===== config.mk =====
export PLATFORM = sky130hd
export DESIGN_NAME = t07_tft_sequencer
export DESIGN_NICKNAME = d
export VERILOG_FILES = /design/src/rtl/t07_tft_sequencer.sv
export SDC_FILE = /design/constraint.sdc
export NUM_CORES = 1
export LEC_CHECK = 0
export BUFFER_PORTS_ARGS = -buffer_cell sky130_fd_sc_hd__buf_2
export CORE_MARGIN = 8
export CORE_UTILIZATION = 45
export CTS_CLUSTER_DIAMETER = 100
export DETAILED_ROUTE_END_ITERATION = 6
export GPL_TIMING_DRIVEN = 0
export PLACE_DENSITY_LB_ADDON = 0.15
export SLEW_MARGIN = 20
export SYNTH_ARGS = -nofsm -noshare
export SYNTH_HDL_FRONTEND = slang
export SYNTH_SLANG_ARGS = --single-unit

===== constraint.sdc =====
create_clock -name clk -period 2.7 [get_ports clk]
set_clock_uncertainty 0.15 [all_clocks]
set_input_delay 0.54 -clock clk [delete_from_list [all_inputs] [get_ports clk]]
set_output_delay 0.54 -clock clk [all_outputs]
set_load 0.02 [all_outputs]

===== src/rtl/t07_tft_sequencer.sv =====
// t07_tft_sequencer
// Issues a fixed TFT init sequence to an SPI TFT writer after reset. Once init
// is done, it arbitrates two requesters round-robin and forwards each captured
// command/parameter word to the writer. Every transfer is followed by at least
// one low spi_wi cycle.
//
// Ports
//   clk, nrst               clock; asynchronous active-low reset
//   req0_valid/addr/data    requester 0 (CPU) request, 32-bit command/parameter
//   req0_ready              combinational grant pulse; the word is captured on
//                           the next rising edge
//   req1_*                  the same for requester 1 (pixel source)
//   spi_wi                  write-initiate; held high until spi_ack or timeout
//   spi_address/spi_data    word presented to the writer, stable while spi_wi=1
//   spi_ack                 transfer complete; ignored while spi_wi=0
//   init_done               high once the DISPON command has completed
//   busy                    high in every state except IDLE
//   err                     sticky flag for an ack timeout
//   state_dbg               current FSM state, for observation only
//
// Handshake: a request word transfers on a rising edge where reqN_valid and
// reqN_ready are both high. Ready is only raised in IDLE after init, and only
// for the requester that wins arbitration. Valid may drop freely after that.
module t07_tft_sequencer #(
  parameter int DLY     = 16,
  parameter int TIMEOUT = 1024
) (
  input  logic        clk,
  input  logic        nrst,
  input  logic        req0_valid,
  input  logic [31:0] req0_addr,
  input  logic [31:0] req0_data,
  output logic        req0_ready,
  input  logic        req1_valid,
  input  logic [31:0] req1_addr,
  input  logic [31:0] req1_data,
  output logic        req1_ready,
  output logic        spi_wi,
  output logic [31:0] spi_address,
  output logic [31:0] spi_data,
  input  logic        spi_ack,
  output logic        init_done,
  output logic        busy,
  output logic        err,
  output logic [2:0]  state_dbg
);

  typedef enum logic [2:0] {
    INIT_ISSUE = 3'd0,
    INIT_DELAY = 3'd1,
    IDLE       = 3'd2,
    ISSUE      = 3'd3,
    GAP        = 3'd4
  } state_t;

  // One counter serves both the ack timeout and the init settle delay.
  localparam int MAXC = (TIMEOUT > DLY) ? TIMEOUT : DLY;
  localparam int CW   = $clog2(MAXC + 1);
  localparam logic [CW-1:0] TO_LAST  = CW'(TIMEOUT - 1);
  localparam logic [CW-1:0] DLY_LAST = CW'(DLY - 1);

  // Init table: {address, data}
  function automatic logic [63:0] init_entry(input logic [1:0] i);
    case (i)
      2'd0:    init_entry = {32'h0000_0001, 32'h0000_0000}; // SWRESET
      2'd1:    init_entry = {32'h0000_0011, 32'h0000_0000}; // SLPOUT
      2'd2:    init_entry = {32'h0000_003A, 32'h0000_0055}; // COLMOD
      default: init_entry = {32'h0000_0029, 32'h0000_0000}; // DISPON
    endcase
  endfunction

  state_t       state, state_n;
  logic [CW-1:0] cnt, cnt_n;
  logic [1:0]   idx, idx_n;
  logic         last_grant, last_grant_n;
  logic         init_done_n, err_n, wi_n;
  logic [31:0]  addr_n, data_n;
  logic         grant0, grant1, advance;

  always_ff @(posedge clk or negedge nrst) begin
    if (!nrst) begin
      state       <= INIT_ISSUE;
      cnt         <= '0;
      idx         <= 2'd0;
      last_grant  <= 1'b1;
      init_done   <= 1'b0;
      err         <= 1'b0;
      spi_wi      <= 1'b0;
      spi_address <= 32'h0;
      spi_data    <= 32'h0;
    end else begin
      state       <= state_n;
      cnt         <= cnt_n;
      idx         <= idx_n;
      last_grant  <= last_grant_n;
      init_done   <= init_done_n;
      err         <= err_n;
      spi_wi      <= wi_n;
      spi_address <= addr_n;
      spi_data    <= data_n;
    end
  end

  always_comb begin
    state_n      = state;
    cnt_n        = '0;
    idx_n        = idx;
    last_grant_n = last_grant;
    init_done_n  = init_done;
    err_n        = err;
    addr_n       = spi_address;
    data_n       = spi_data;
    req0_ready   = 1'b0;
    req1_ready   = 1'b0;
    advance      = 1'b0;
    // On a tie the requester that was not granted last wins.
    grant0 = req0_valid && (!req1_valid || last_grant);
    grant1 = req1_valid && (!req0_valid || !last_grant);

    case (state)
      INIT_ISSUE: begin
        // The first cycle after reset has spi_wi still low; wait for it.
        if (spi_wi) begin
          if (spi_ack) begin
            advance = 1'b1;
            state_n = (idx < 2'd2) ? INIT_DELAY : GAP;
          end else if (cnt == TO_LAST) begin
            advance = 1'b1;
            err_n   = 1'b1;
            state_n = GAP;
          end else begin
            cnt_n = cnt + 1'b1;
          end
          if (advance) begin
            idx_n = idx + 2'd1;
            if (idx == 2'd3) init_done_n = 1'b1;
          end
        end
      end
      INIT_DELAY: begin
        if (cnt == DLY_LAST) state_n = INIT_ISSUE;
        else                 cnt_n   = cnt + 1'b1;
      end
      IDLE: begin
        if (init_done && (grant0 || grant1)) begin
          req0_ready   = grant0;
          req1_ready   = grant1;
          addr_n       = grant0 ? req0_addr : req1_addr;
          data_n       = grant0 ? req0_data : req1_data;
          last_grant_n = grant1;
          state_n      = ISSUE;
        end
      end
      ISSUE: begin
        if (spi_ack) begin
          state_n = GAP;
        end else if (cnt == TO_LAST) begin
          err_n   = 1'b1;
          state_n = GAP;
        end else begin
          cnt_n = cnt + 1'b1;
        end
      end
      GAP:     state_n = init_done ? IDLE : INIT_ISSUE;
      default: state_n = INIT_ISSUE;
    endcase

    // Present the next table entry whenever an init write is (re)started.
    if (state_n == INIT_ISSUE) {addr_n, data_n} = init_entry(idx_n);
    // spi_wi is registered so it drops with reset and is glitch-free.
    wi_n = (state_n == ISSUE) || (state_n == INIT_ISSUE);
  end

  assign busy      = (state != IDLE);
  assign state_dbg = state;

endmodule


# After elaboration in Yosys (flattened, before gate mapping)
# Cells that the tools add are included.
[totals]
regBits = 84
inputBits = 133
output_inout_bits = 73
elab_cells = 82
[classes]
add_sub_neg = 2
n_lt_le_gt_ge = 1
n_eq_ne = 12
muxes = 38
n_reduce_logical = 20
[ops]
columns = ["op", "count"]
rows = [
  ["32-bit 2-to-1 mux", 8],
  ["38-bit one-hot mux with 3 select lines", 1],
  ["11-bit 2-to-1 mux", 4],
  ["11-bit one-hot mux with 3 select lines", 1],
  ["3-bit 2-to-1 mux", 7],
  ["3-bit one-hot mux with 5 select lines", 1],
  ["11-bit by 1-bit adder with 11-bit output, second input constant", 1],
  ["11-bit by 10-bit == test with 1-bit output, second input constant", 1],
  ["11-bit by 4-bit == test with 1-bit output, second input constant", 1],
  ["1-bit 2-to-1 mux", 11],
  ["3-bit by 2-bit == test with 1-bit output, second input constant", 3],
  ["2-bit 2-to-1 mux", 4],
  ["3-bit logical NOT", 2],
  ["2-bit AND reduction", 3],
  ["2-bit nonzero test", 3],
  ["2-bit == test, second input constant", 2],
  ["1-bit logical OR", 4],
  ["4-bit AND reduction", 1],
  ["3-bit by 1-bit == test with 1-bit output, second input constant", 1],
  ["3-bit == test, second input constant", 1],
  ["1-bit logical AND", 3],
  ["1-bit logical NOT", 3],
  ["3-bit by 2-bit != test with 1-bit output, second input constant", 1],
  ["2-bit by 1-bit adder with 2-bit output, second input constant", 1],
  ["other kinds (5)", 5],
]

# Depth between registers and ports, before layout
[depth]
ltp_word = 11
mapped_depth = 10
mapped_depth_nobuf = 9

# Worst setup path after synthesis
# Ideal clock, no wire load.
[synth_path]
path_type = "reg-to-output"
start = "register state[1], in the netlist state_dbg[1]"
end = "output port req1_ready"
t_arrival_ps = 2295
setup_slack_ps = -285
stages_incl_launch_ff = 3
cell_sequence = "dfrtp_1 > or3b_1 > a2111oi_0"
[synth_via]
elab_chain_cells = 2
[synth_lines]
columns = ["item", "line", "source"]
rows = [
  ["start, declared", "72", "state_t state, state_n;"],
  ["start signal, assigned", "92", "state <= state_n;"],
  ["3-bit by 2-bit == test with 1-bit output", "120", "case (state)"],
  ["1-bit 2-to-1 mux", "120", ""],
  ["end, declared", "37", "output logic req1_ready,"],
]
# No other way between the ends.

# Worst setup path in the final report
[layout_path]
start = "register state[0], in the netlist state_dbg[0]"
end = "output port req1_ready"
# The elaborated chain is that of the path after synthesis.

==> run summary <==
status: finished clean
wirelength, routed: 11900 µm
critical path data arrival time: 1950 ps
routability congestion estimate: 0.784
Setup Buffers After CTS: 0
GRT overflow: 0
die width: 111 µm
vias in the first global route: 3749
DRT antenna net count: 0
commonest non-fill, non-tap cell in the layout: buf_2
IO buf count: 205
Fmax: 0.378 GHz
Longest Clk Path Bufs: 2
CTS H-tree lvls: 3
Final min period: 2640 ps
DR pass1 iterations: 4
Max-Cap Viols: 0
Worst setup startpoint: state_dbg[0]$_DFF_PN0_
WP data required: 2010 ps
Final Max Tran Viols: 0
layout cells sized above 1: 45.3%
r2r startpoint: cnt[0]$_DFF_PN0_
Hold WS: 37.1 ps
Min-Delay Path Class: in -> async
number of fill cells: 785
Placeable Area: 9020 µm²
post-synthesis register bit count: 84
average vias per placed instance: 5.26
crit share post-route: 97.9%
Boundary Pins: 206
CTS tree: yes
relative slew slack: 52.6%
Total GRT Usage: 18.6%
row count: 35
critical path's largest stage delay: 490 ps
crit start category: flop
Sink Count: 84
most frequent cells in the layout: buf_2, dfrtp_1, mux2i_1
Detailed Place HPWL: 9350 µm
Area Growth Syn to Fin: 34.5%
Worst IR Drop VDD: 0.456 mV
post-cts sizing count: 2
# DRC: 0
Ys Warns: 0
Worst R2R End: spi_data[2]$_DFFE_PN0P_
syn_nets: 473
CP max FO: 9
R2R setup slack: 90 ps
sequential fraction of the synthesis area: 51.3%
Worst Setup End Kind: output port
total CTS buffers: 9
Layout Nets: 689
routed length per placed instance: 17.8 µm
Root Buffer Master: clkbuf_8
mean area per synthesized cell: 12.2 µm²
global-route wire length before repair: 19100 µm
PD cells: 1150 nW/µm²
pin count of the biggest net entering global routing: 47
Initial Util: 45.5%
Final setup viols: 0
Worst-Margin Slew: 710 ps
Die Area: 12400 µm²
Fin. Hold Viols: 0
worst setup path endpoint: req1_ready
Hold Buf Count CTS: 0
Design Power: 6.36 mW
Synth Cell Area: 4100 µm²
worst path cell trace: or3b_1 -> a2111oi_2 -> buf_2
Unique masters post-synth: 44
slowest CP cell: or3b_1
die height: 111 µm
Clk Latency, worst-skew pair: 350 ps
critical path class: reg -> out
antenna violations before repair: 1
1st-iter DRT viols: 189
Leak Pwr: 3.01 nW
clk slew on worst S/H paths: 90 ps
vias after detailed routing: 3508
diode count: 0
Reg2Reg Depth: 8
Syn Inst Count: 335
-- routing by layer --
layer | vias to the layer above | share of wire (%) | global-route usage [%]
li1 | 1690 | - | -
met5 | - | 0.067 | 0
met4 | 2 | 1.3 | 6.22
met3 | 16 | 6.6 | 5.11
met1 | 1686 | 41 | 21.5
met2 | 114 | 51 | 32.4
-- synthesized netlist by cell type, drive strengths merged --
cell | count | area (µm²)
and4b | 1 | 13.8
and3 | 1 | 6.26
o21ai | 5 | 25.0
o2111a | 1 | 20.0
buf | 11 | 68.8
a221oi | 2 | 30.0
nor3b | 1 | 7.51
nand2 | 9 | 33.8
xor2 | 7 | 61.3
xnor2 | 3 | 26.3
nand4 | 2 | 12.5
and4 | 3 | 26.3
mux2i | 63 | 631
a2111oi | 1 | 8.76
ha | 5 | 62.6
nor4bb | 1 | 10.0
o2bb2ai | 55 | 482
nor4b | 1 | 8.76
a21oi | 4 | 20.0
a221o | 4 | 40.0
a21o | 2 | 15.0
o21a | 3 | 22.5
o211ai | 1 | 7.51
nor2 | 21 | 78.8
mux2 | 6 | 67.6
nor2b | 3 | 18.8
nor3 | 1 | 5.00
dfrtp | 83 | 2080
clkbuf | 12 | 45.0
o221ai | 1 | 15.0
dfstp | 1 | 26.3
or3b | 2 | 17.5
nor4 | 1 | 6.26
o31ai | 1 | 7.51
a31o | 1 | 8.76
and2 | 1 | 6.26
inv | 8 | 30.0
a31oi | 1 | 21.3
nand3 | 5 | 25.0
a211oi | 1 | 7.51
-- sequential cells by signal (all words and copies together) (netlist names) --
name,count
idx,2
err,1
cnt,11
spi_wi,1
last_grant,1
init_done,1
spi_address,32
state_dbg,3
spi_data,32
-- how the worst min path moves through the flow --
stage	from	endpoint	slack, ps	cells past startpoint
finish	nrst	spi_data[1]$_DFFE_PN0P_	40	1
global route	nrst	spi_data[12]$_DFFE_PN0P_	80	1
CTS	nrst	spi_data[12]$_DFFE_PN0P_	40	1
detailed placement	spi_data[31]$_DFFE_PN0P_	spi_data[31]$_DFFE_PN0P_	320	1
global placement	spi_address[16]$_DFFE_PN0P_	spi_address[16]$_DFFE_PN0P_	320	1
floorplan	nrst	cnt[0]$_DFF_PN0_	90	0
-- report_power, final --
part	internal, mW	switching (mW)
Combinational	1.27	2.04
Clock	0.462	0.473
Sequential	1.80	0.320
-- metrics by stage --
stage               std cells  util [%]  area, µm²  setup TNS, ps  setup WS [ps]
floorplan                 335         -       4100              0           10.5
global placement          651      58.4       5270              0           26.3
detailed placement        652      58.7       5290          -43.3          -43.3
CTS                       667      61.0       5510              0           13.9
global route              667      61.2       5520          -9.09          -4.86
finish                    667      61.2       5520              0           55.4
-- worst max-delay path: cells and delay by family (launching register included) --
| family | cells | cell delay, ps |
|---|---|---|
| AND/OR/NAND/NOR | 1 | 490 |
| flip-flops | 1 | 480 |
| AO/OA/AOI/OAI | 1 | 380 |
| buffers and inverters | 1 | 250 |
-- logic make-up after synthesis --
group,after synthesis,share of synthesized area (%)
DFF,84,51.3
AOI/OAI and AO/OA,83,17.8
muxes,69,17.0
and+or+nand+nor,53,6.74
buffers and inverters,31,3.51
xor gates and xnor gates,10,2.13
adders and majority gates,5,1.52
-- area by class of cell --
| cell class | count | area (µm²) | area share (%) |
|---|---|---|---|
| plain buffers | 22 | 110 | 2.00 |
| clock buffers | 10 | 138 | 2.49 |
| clock inverters | 6 | 72.6 | 1.31 |
| inverters | 8 | 30.0 | 0.544 |
| multi-input cells | 220 | 1880 | 34.0 |
| flip-flops and latches | 84 | 2100 | 38.1 |
| well taps | 111 | 139 | 2.52 |
| repair buffers | 206 | 1050 | 19.0 |
(Power assumes the default switching activity.)
